==> config.mk <==
export PLATFORM = sky130hd
export DESIGN_NAME = run_controller_flat
export DESIGN_NICKNAME = d
export VERILOG_FILES = /design/src/rtl/run_controller_if.sv /design/src/rtl/run_controller.sv /design/src/flat_wrapper.sv
export SDC_FILE = /design/constraint.sdc
export NUM_CORES = 1
export LEC_CHECK = 0
export CELL_PAD_IN_SITES_DETAIL_PLACEMENT = 1
export CELL_PAD_IN_SITES_GLOBAL_PLACEMENT = 1
export CORE_AREA = 2 2 59 61
export CTS_CLUSTER_DIAMETER = 80
export DETAILED_ROUTE_END_ITERATION = 10
export DIE_AREA = 0 0 61 63
export PLACE_DENSITY_LB_ADDON = 0.1
export SLEW_MARGIN = 20
export SYNTH_ARGS = -nofsm -noshare
export SYNTH_HDL_FRONTEND = slang
export SYNTH_SLANG_ARGS = --single-unit
==> constraint.sdc <==
create_clock -name clk -period 2.89 [get_ports clk]
set_input_delay 0.578 -clock clk [delete_from_list [all_inputs] [get_ports clk]]
set_output_delay 0.578 -clock clk [all_outputs]
set_load 0.02 [all_outputs]
==> src/rtl/run_controller_if.sv <==
// run_controller_if: handshake and status bundle between the run sequencer and
// the testbench pins and core control decoder.
//   start       : testbench start level (into the controller)
//   done        : decoder done flag (into the controller)
//   run_en      : core execute enable
//   core_clear  : one-cycle clear pulse to PC / register file / scratch state
//   ack         : run finished
//   timeout     : run ended by the watchdog (valid while ack=1)
//   cycle_count : RUN cycles in the current or last run
// Modports: master drives start/done; slave is the controller.
interface run_controller_if #(
    parameter int CNT_W = 16
);
    logic             start;
    logic             done;
    logic             run_en;
    logic             core_clear;
    logic             ack;
    logic             timeout;
    logic [CNT_W-1:0] cycle_count;

    modport master (
        output start, done,
        input  run_en, core_clear, ack, timeout, cycle_count
    );

    modport slave (
        input  start, done,
        output run_en, core_clear, ack, timeout, cycle_count
    );
endinterface

==> src/rtl/run_controller.sv <==
// run_controller: run sequencer for the single-cycle core.
// Owns the start/ack handshake, gates execution with run_en, pulses core_clear
// once per new run and counts RUN cycles (saturating).
// Ports:
//   clk   : clock, rising edge
//   reset : synchronous, active-high
//   bus   : run_controller_if.slave (start, done in; run_en, core_clear, ack,
//           timeout, cycle_count out)
// Parameters: MAX_CYCLES (watchdog limit, 1 <= MAX_CYCLES < 2**CNT_W), CNT_W.
// Optional feature: define RUN_CTRL_WATCHDOG_EN to build the watchdog; without
// it timeout stays 0 and RUN exits only on done.
// All outputs are registered; next-state values are computed from the
// transition being taken so each output changes on the same edge as the state.
module run_controller #(
    parameter int MAX_CYCLES = 4096,
    parameter int CNT_W      = 16
) (
    input  logic          clk,
    input  logic          reset,
    run_controller_if.slave bus
);
    // Elaboration-time range check: an illegal MAX_CYCLES instantiates a
    // module that does not exist, so the build stops.
    if (MAX_CYCLES < 1 || 64'(MAX_CYCLES) >= (64'd1 << CNT_W)) begin : g_bad_max_cycles
        run_controller_illegal_max_cycles u_bad ();
    end

    typedef enum logic [1:0] {
        IDLE   = 2'd0,
        ARMED  = 2'd1,
        RUN    = 2'd2,
        FINISH = 2'd3
    } state_t;

    state_t           state_q, state_d;
    logic             run_en_q, run_en_d;
    logic             clear_q, clear_d;
    logic             ack_q, ack_d;
    logic             timeout_q, timeout_d;
    logic [CNT_W-1:0] cnt_q, cnt_d;
    logic [CNT_W-1:0] cnt_inc;
    logic             wd_hit;

    // Saturating increment.
    assign cnt_inc = (cnt_q == {CNT_W{1'b1}}) ? cnt_q : cnt_q + 1'b1;

`ifdef RUN_CTRL_WATCHDOG_EN
    // Expiry is seen on the last allowed cycle so the final count is MAX_CYCLES.
    assign wd_hit = (cnt_q == CNT_W'(MAX_CYCLES - 1));
`else
    assign wd_hit = 1'b0;
`endif

    always_ff @(posedge clk) begin
        if (reset) begin
            state_q   <= IDLE;
            run_en_q  <= 1'b0;
            clear_q   <= 1'b0;
            ack_q     <= 1'b0;
            timeout_q <= 1'b0;
            cnt_q     <= '0;
        end else begin
            state_q   <= state_d;
            run_en_q  <= run_en_d;
            clear_q   <= clear_d;
            ack_q     <= ack_d;
            timeout_q <= timeout_d;
            cnt_q     <= cnt_d;
        end
    end

    always_comb begin
        state_d   = state_q;
        run_en_d  = 1'b0;
        clear_d   = 1'b0;
        ack_d     = 1'b0;
        timeout_d = timeout_q;
        cnt_d     = cnt_q;
        case (state_q)
            IDLE: begin
                if (bus.start) begin
                    state_d   = ARMED;
                    clear_d   = 1'b1;
                    timeout_d = 1'b0;
                    cnt_d     = '0;
                end
            end
            ARMED: begin
                // clear_d defaults low, so the pulse lasts only the first cycle.
                cnt_d = '0;
                if (!bus.start) begin
                    state_d  = RUN;
                    run_en_d = 1'b1;
                end
            end
            RUN: begin
                cnt_d = cnt_inc;
                if (bus.done) begin
                    // done wins a tie with watchdog expiry
                    state_d   = FINISH;
                    ack_d     = 1'b1;
                    timeout_d = 1'b0;
                end else if (wd_hit) begin
                    state_d   = FINISH;
                    ack_d     = 1'b1;
                    timeout_d = 1'b1;
                end else begin
                    run_en_d = 1'b1;
                end
            end
            FINISH: begin
                ack_d = 1'b1;
                if (bus.start) begin
                    state_d   = ARMED;
                    clear_d   = 1'b1;
                    ack_d     = 1'b0;
                    timeout_d = 1'b0;
                    cnt_d     = '0;
                end
            end
            default: state_d = IDLE;
        endcase
    end

    assign bus.run_en      = run_en_q;
    assign bus.core_clear  = clear_q;
    assign bus.ack         = ack_q;
    assign bus.timeout     = timeout_q;
    assign bus.cycle_count = cnt_q;
endmodule

==> src/flat_wrapper.sv <==
// flat-port wrapper written by rule: the top's interface ports become plain ports
module run_controller_flat 
#(
    parameter int MAX_CYCLES = 4096,
    parameter int CNT_W      = 16
)
  (clk, reset, bus_start, bus_done, bus_run_en, bus_core_clear, bus_ack, bus_timeout, bus_cycle_count);
  run_controller_if #(.CNT_W(CNT_W)) bus_i ();
  input  logic clk;
  input  logic reset;
  input wire logic [$bits(bus_i.start)-1:0] bus_start;
  input wire logic [$bits(bus_i.done)-1:0] bus_done;
  output wire logic [$bits(bus_i.run_en)-1:0] bus_run_en;
  output wire logic [$bits(bus_i.core_clear)-1:0] bus_core_clear;
  output wire logic [$bits(bus_i.ack)-1:0] bus_ack;
  output wire logic [$bits(bus_i.timeout)-1:0] bus_timeout;
  output wire logic [$bits(bus_i.cycle_count)-1:0] bus_cycle_count;
  assign bus_i.start = bus_start;
  assign bus_i.done = bus_done;
  assign bus_run_en = bus_i.run_en;
  assign bus_core_clear = bus_i.core_clear;
  assign bus_ack = bus_i.ack;
  assign bus_timeout = bus_i.timeout;
  assign bus_cycle_count = bus_i.cycle_count;
  run_controller #(.MAX_CYCLES(MAX_CYCLES), .CNT_W(CNT_W)) u_core (.clk(clk), .reset(reset), .bus(bus_i));
endmodule
==> Word-level counts from Yosys, hierarchy flattened <==
Index checks and enable logic that the tools add are counted.
{ "classes": {"n_reduce_logical": 7, "muxes": 16, "addsub": 1, "n_eq_ne": 8, "n_bitwise": 1} }
{ "op_table": {"columns": ["op", "n"], "rows": [
  ["$pmux W16 S3", 1],
  ["$mux W16", 2],
  ["$add A16 B1 Y16 const B", 1],
  ["$eq A16 B16 Y1 const B", 1],
  ["$mux W1", 6],
  ["$mux W2", 3],
  ["$ne A2 B2 Y1 const B", 3],
  ["$pmux W1 S2", 3],
  ["$pmux W2 S3", 1],
  ["$reduce_and A3 Y1", 2],
  ["$eq A2 B2 Y1 const B", 2],
  ["$reduce_or A2 Y1", 2],
  ["$eq A2 B1 Y1 const B", 1],
  ["$logic_not A2 Y1", 1],
  ["$ne A2 B1 Y1 const B", 1],
  ["$reduce_and A2 Y1", 1],
  ["$reduce_bool A2 Y1", 1],
  ["$not A1 Y1", 1]
]} }
{ "word_totals": {"ff_bits": 22, "elab_cells": 39} }

==> Depth between registers and ports, before layout <==
Gate-level depths: netlist of the first run.
{ "logic_depth": {"word_depth": 4, "depth_mapped": 8, "depth_no_buf": 7} }

==> Worst setup path before layout of the first run <==
Ideal clock, no wire load.
{ "synth_path": {"path_type": "register to register", "from": "reg u_core.cnt_q[0] (netlist: u_core.bus.cycle_count[0])", "to": "reg u_core.cnt_q[15] (netlist: u_core.bus.cycle_count[15])", "path_buffers": 0, "synth_period_minus_slack_ns": 1.938, "stages_incl_launch_ff": 7, "path_slack_ns": 0.952, "arrival_time_ns": 1.879, "path_cell_list": "dfxtp_1 -> ha_1 -> nand4_1 -> or4_4 -> a21oi_4 -> o21bai_1 -> a22o_1"} }
{ "synth_between": {"elab_chain_cells": 3, "elab_cells_between_ends": 6} }
{ "synth_lines": {"columns": ["item", "line", "text"], "rows": [
  ["start, declared", "run_controller.sv:40", "logic [CNT_W-1:0] cnt_q, cnt_d;"],
  ["start signal, assigned", "run_controller.sv:68", "cnt_q <= cnt_d;"],
  ["$add A16 B1 Y16 / $eq A16 B16 Y1 (equally long branches)", "run_controller.sv:45", "assign cnt_inc = (cnt_q == {CNT_W{1'b1}}) ? cnt_q : cnt_q + 1'b1;"],
  ["$mux W16 / $ne A2 B2 Y1 (equally long branches)", null, null],
  ["$pmux W16 S3 / $reduce_and A2 Y1 (equally long branches)", null, null]
]} }
Parallel ways exist; a longest one is shown, timed or not. The select of a mux whose other input is x is not followed.
A chain may end at the register's enable or synchronous reset.

==> Worst setup path in the final report of the first run <==
Same ends and word-level chain as after synthesis.

==> results.json, run 1 <==
{
  "outcome": "finished, final reports clean",
  "dp.cells": 218,
  "endpoint_kind": "flip-flop",
  "ant_nets": 0,
  "crit_path_top_delay_cell": "or4_4",
  "stdcell_area_um2": 1486,
  "placed_cell_area_um2": 1459,
  "gr-total-overflow": 0,
  "routedWlPerCell_um": 16.06,
  "die_h_um": 63,
  "first_global_vias": 1234,
  "cp_top_family": "simple AND/OR/NAND/NOR gates",
  "max_freq_ghz": 0.4813,
  "cts_tree": "built",
  "p_leak_nw": 0.5148,
  "p_sw_frac": 0.4111,
  "syn-cell-area_um2": 1180,
  "antenna_cells": 0,
  "gp_congestion": 0.8353,
  "fillCellCount": 410,
  "drc_errors": 0,
  "grt_pass1_wl_mm": 5.954,
  "criticalPathCategory": "flip-flop to flip-flop",
  "clkSinkCount": 21,
  "period_needed_ns": 2.078,
  "slew_violations": 0,
  "antenna_found_initial": 0,
  "htree_levels": 1,
  "clk_pin_slew_worst_paths_ns": 0.13,
  "rsz0062_at_grt": "false",
  "start_util": 0.3651,
  "cp-start-kind": "flip-flop",
  "cts_resized": 0,
  "finalSetupViolations": 0,
  "ios": 24,
  "critPathMaxFanout": 6,
  "synth-seq-cells": 21,
  "hold_class": "flip-flop to flip-flop",
  "dr.first_iter.drc_count": 32,
  "critPathBufInv": 0,
  "clk_path_buf_depth": 2,
  "row_count": 21,
  "clock_power_share": 0.169,
  "dr.pass1.iters": 4,
  "grtUsageTotal": 0.2010,
  "cts_setup_buffers": 0,
  "p_per_area_nw_per_um2": 592.3,
  "slowest_delay_ns": 0.59,
  "dieArea_um2": 3843,
  "crit_required_ns": 3.15,
  "portBuffers": 22,
  "ir_drop_mv": 0.4094,
  "vias": 1194,
  "hpwl_mm": 2.633,
  "drive_gt1_frac": 0.07955,
  "yosysTopAreaCell": "dfxtp_1",
  "wirelength_mm": 3.565,
  "fin_nets": 185,
  "p_comb_frac": 0.449,
  "cts_buffers": 3,
  "drv_cap": 0,
  "fin_crit_sh": 0.7189,
  "avgSynthCellArea_um2": 7.762,
  "clockRootBuffer": "clkbuf_4",
  "switchingPower_uw": 361.9,
  "ctsHoldBuffers": 0,
  "r2r_slack_ns": 0.81,
  "finalSetupTns_ns": 0,
  "synth_nets": 160,
  "clkLatencyLatePin_ns": 0.31,
  "synth-seq-area-share": 0.3563,
  "finalNonFillerCells": 222,
  "cp.arrival_ns": 2.34,
  "area_delta_synth_final_pct": 25.98,
  "syn_inst": 152,
  "synth.top_cell.area_share": 0.3563,
  "crit_path_cell_trace": "ha_1 > nand4_1 > or4_4 > a21oi_4 > o21bai_1 > a22o_1",
  "seq_power_share": 0.382,
  "coreArea_um2": 3232,
  "synth_area_leaders": "dfxtp_1 36%, a21oi_1 7.2%, nand2_1 6.4%",
  "power.internal_uw": 518.5,
  "grt_start_max_net_pins": 21,
  "synth_cell_type_count": 36,
  "die_x_um": 61,
  "vias_per_cell": 5.378,
  "hold_viol_final": 0,
  "finClkSkew_ns": 0.002161,
  "yosys_warnings": 0
}
## synthesized netlist by cell type, drive strengths merged
cell	instances
dfxtp	21
nand2	20
a21oi	18
nor2	10
nand3	8
o21ai	7
nand4	6
nor3	6
nand2b	5
a31oi	4
buf	4
ha	4
a21o	3
clkbuf	3
inv	3
o31ai	3
or2	3
a211oi	2
and3	2
and4	2
nor2b	2
nor4	2
o41ai	2
or3	2
a22o	1
a22oi	1
a41oi	1
conb	1
mux2i	1
o21bai	1
o311a	1
o311ai	1
or3b	1
or4	1
## cell families (layout without fill, tap and decap cells)
family	count (synthesis)	count (layout)	synth area share
mux	1	1	0.008484
other cells	1	1	0.003178
compound gates	45	45	0.2460
fa+ha+maj	4	4	0.04242
simple gates	70	70	0.3033
buf+inv	10	34	0.04029
flops	21	21	0.3563
## worst register-to-register path, stage by stage, from the launching register on
cell and delay [ns]:
dfxtp_1 0.43, ha_1 0.27, nand4_1 0.18, or4_4 0.59, a21oi_4 0.26, o21bai_1 0.15
a22o_1 0.15
## flip-flops by register name (all words and copies together) (netlist names)
signal	cells
u_core.bus.ack	1
u_core.state_q	2
u_core.bus.core_clear	1
u_core.bus.run_en	1
u_core.bus.cycle_count	16
## area by class of cell
type | count | area, µm² | share of cell area
multi-input cells | 121 | 711.9 | 0.4790
clock buffers | 3 | 22.52 | 0.01515
flip-flops and latches | 21 | 420.4 | 0.2828
well taps | 46 | 57.56 | 0.03872
repair buffers | 27 | 257.7 | 0.1734
clock inverters | 1 | 5.005 | 0.003367
inverters | 3 | 11.26 | 0.007576
## cell usage in the layout, fill, tap and decap left out, types with 2 or more instances in the layout
cell type	synthesis	routed
buf_4	2	5
nor2b_1	2	2
a21o_1	3	3
or3_1	2	2
o31ai_1	3	3
dfxtp_1	21	21
clkbuf_4	0	3
or2_2	3	3
o41ai_1	2	2
nand2b_1	5	5
nor3_1	6	6
nand4_1	6	6
nor4_1	2	2
and4_1	2	2
nor2_1	10	10
nand3_1	8	8
ha_1	4	4
inv_1	3	3
a31oi_1	4	4
and3_1	2	2
nand2_1	20	20
a211oi_1	2	2
a21oi_1	17	17
o21ai_0	7	7
clkdlybuf4s50_1	0	22
## power groups by stage
stage	clock (mW)	sequential, mW	combinational, mW
2_1_floorplan	0	0.354	0.249
3_3_place_gp	0	0.341	0.373
3_5_place_dp	0	0.343	0.391
4_1_cts	0.159	0.336	0.391
5_1_grt	0.167	0.340	0.430
6_report	0.149	0.337	0.395
## stage by stage
stage               hold WS (ns)  setup slack (ns)    util  power, mW
global placement          0.4796            0.6459  0.4514     0.7144
floorplan                 0.4877            0.9518       -     0.6027
finish                    0.5032            0.8123  0.4599     0.8803
detailed placement        0.4964            0.5473  0.4514     0.7334
global route              0.5480            0.6827  0.4599     0.9374
CTS                       0.5145            0.8092  0.4599     0.8864
## path summary, 6_finish.rpt
| path | end | start | cells after the start |
|---|---|---|---|
| max reg2reg | u_core.bus.cycle_count[15] | u_core.bus.cycle_count[0] | 6 |
| min | u_core.bus.cycle_count[1] | u_core.bus.cycle_count[1] | 2 |
| max | u_core.bus.cycle_count[15] | u_core.bus.cycle_count[0] | 6 |
| min reg2reg | u_core.bus.cycle_count[1] | u_core.bus.cycle_count[1] | 2 |
## layer usage
layer,wire [µm],GRT usage,part of all wire
met1,1847,0.2873,0.52
met2,1621,0.3118,0.45
met3,74,0.03106,0.021
met4,22,0.04891,0.0062
met5,0,0,0
No activity file was read; power rests on OpenSTA's default activity.
==> inputs of run 2 (changes only) <==
--- a/config.mk
+++ b/config.mk
@@ -7,10 +7,10 @@
 export LEC_CHECK = 0
 export CELL_PAD_IN_SITES_DETAIL_PLACEMENT = 1
 export CELL_PAD_IN_SITES_GLOBAL_PLACEMENT = 1
-export CORE_AREA = 2 2 59 61
+export CORE_AREA = 2 2 63 65
 export CTS_CLUSTER_DIAMETER = 80
 export DETAILED_ROUTE_END_ITERATION = 10
-export DIE_AREA = 0 0 61 63
+export DIE_AREA = 0 0 65 67
 export PLACE_DENSITY_LB_ADDON = 0.1
 export SLEW_MARGIN = 20
 export SYNTH_ARGS = -nofsm -noshare
==> constraint.sdc (replaced) <==
create_clock -name clk -period 1.7 [get_ports clk]
set_input_delay 0.34 -clock clk [delete_from_list [all_inputs] [get_ports clk]]
set_output_delay 0.34 -clock clk [all_outputs]
set_load 0.02 [all_outputs]
==> run 2 against run 1 <==
The flow now finishes with violations (negative setup slack). Sequential share of layout area shrank 5.6 points. Hold slack gained 0.010 ns. Critical path depth is the same. Critical path type unchanged. Largest power group unchanged.
==> results.json, run 2 (synthesized netlist as in run 1, its figures left out) <==
{
  "crit_path_cell_trace": "ha_4 > nand4_1 > or4_4 > a21oi_4 > o21bai_1 > a22o_1",
  "period_needed_ns": 1.726,
  "max_freq_ghz": 0.5794,
  "vias_per_cell": 5.388,
  "whs_ns": 0.5135,
  "drive_gt1_frac": 0.3256,
  "gr-total-overflow": 0,
  "cts_tree": "built",
  "grtUsageTotal": 0.2097,
  "wirelength_mm": 4.145,
  "p_leak_nw": 0.9346,
  "setup_slack_ns": -0.02579,
  "dpl_worst_slack_ns": -0.1376,
  "endpoint_kind": "flip-flop",
  "largest_register_ffs": 16,
  "coreArea_um2": 3606,
  "finalPower_mw": 1.853,
  "htree_levels": 1,
  "die_h_um": 67,
  "dr.first_iter.drc_count": 66,
  "drv_cap": 0,
  "critPathMaxFanout": 6,
  "layout_common_cells": "43 x buf_4, 19 x nand2_1, 16 x a21oi_1, 15 x dfxtp_1, 10 x nor2_1",
  "clkLatencyLatePin_ns": 0.27,
  "antenna_cells": 0,
  "die_x_um": 65,
  "r2r_slack_ns": -0.03,
  "vias": 1417,
  "fin_nets": 224,
  "crit_path_top_delay_cell": "or4_4",
  "finClkSkew_ns": 0.008060,
  "p_per_area_nw_per_um2": 975.1,
  "clkSinkCount": 21,
  "dieArea_um2": 4355,
  "fin_crit_sh": 1.015,
  "cp.arrival_ns": 1.94,
  "hold_viol_final": 0,
  "first_global_vias": 1436,
  "layout_commonest_cell": "buf_4",
  "final_core_util": 0.5271,
  "dr.pass1.iters": 4,
  "cp_top_family": "simple AND/OR/NAND/NOR gates",
  "clockRootBuffer": "clkbuf_8",
  "clk_path_buf_depth": 2,
  "ir_drop_mv": 0.6187,
  "hold_class": "flip-flop to flip-flop",
  "routedWlPerCell_um": 15.76,
  "portBuffers": 22,
  "grt_start_max_net_pins": 16,
  "violations": "negative setup slack",
  "rsz0062_at_grt": "true",
  "crit_required_ns": 1.92,
  "finalSetupTns_ns": -0.06769,
  "finalSetupViolations": 3,
  "criticalPathCategory": "flip-flop to flip-flop",
  "ctsHoldBuffers": 0,
  "slew_violations": 0,
  "cts_buffers": 3,
  "hpwl_mm": 3.110,
  "ios": 24,
  "clk_pin_slew_worst_paths_ns": 0.09,
  "critPathBufInv": 0,
  "row_count": 22,
  "grt_pass1_wl_mm": 6.824,
  "ant_nets": 0,
  "area_delta_synth_final_pct": 61.08,
  "drc_errors": 0,
  "cp-start-kind": "flip-flop",
  "outcome": "finished, violations left",
  "start_util": 0.3272,
  "gp_congestion": 0.8818,
  "antenna_found_initial": 0,
  "slowest_delay_ns": 0.52
}
## run 2: cell types whose count changed in the layout (fill, tap and decap cells not counted), sizes merged
cell	previous run	this run
clkdlybuf4s50	22	7
buf	5	44
dlygate4sd2	0	7
dlymetal6s2s	0	8
## run 2: layout make-up
cell class | count | area [µm²]
timing repair buffer | 66 | 565.5
fill | 442 | 1705
inverter | 3 | 11.26
clock buffer | 3 | 41.29
sequential | 21 | 430.4
tap | 48 | 60.06
multi-input combinational | 121 | 787.0
clock inverter | 1 | 5.005
## run 2: metal layers
layer | track usage | wire length [µm] | vias up
li1 | - | - | 687
met1 | 0.2628 | 1866 | 690
met2 | 0.3441 | 2011 | 36
met3 | 0.04561 | 209 | 4
met4 | 0.09309 | 57 | 0
met5 | 0 | 0 | -
## run 2: worst paths after layout
kind                                   from                         end  cells past startpoint
hold reg to reg   u_core.bus.cycle_count[3]   u_core.bus.cycle_count[3]                      2
hold / removal    u_core.bus.cycle_count[3]   u_core.bus.cycle_count[3]                      2
setup / recovery          u_core.state_q[1]  u_core.bus.cycle_count[15]                      6
setup reg to reg          u_core.state_q[1]  u_core.bus.cycle_count[15]                      6
## run 2: tightest hold or removal path: cells and delay by family, from the launching register on
kind            cells  cell delay [ns]
compound gates      1             0.05
flops               1             0.35
simple gates        1             0.07
## run 2: where the power goes
| part | leakage [nW] | switching, mW | internal (mW) |
|---|---|---|---|
| combinational | 0.736 | 0.499 | 0.444 |
| clock | 0.0255 | 0.176 | 0.164 |
| sequential | 0.173 | 0.0309 | 0.540 |
## run 2: metrics by stage
stage,area [µm²],std cells
floorplan,1204,152
global placement,1742,255
detailed placement,1742,255
CTS,1802,260
global route,1901,263
finish,1901,263
## run 2: what timing repair did
| item | in CTS | in global routing |
|---|---|---|
| pin swaps | 4 | 7 |
| gates resized for setup | 9 | 21 |
| endpoints found under the setup margin | 18 | 21 |
| setup buffers | 1 | 3 |
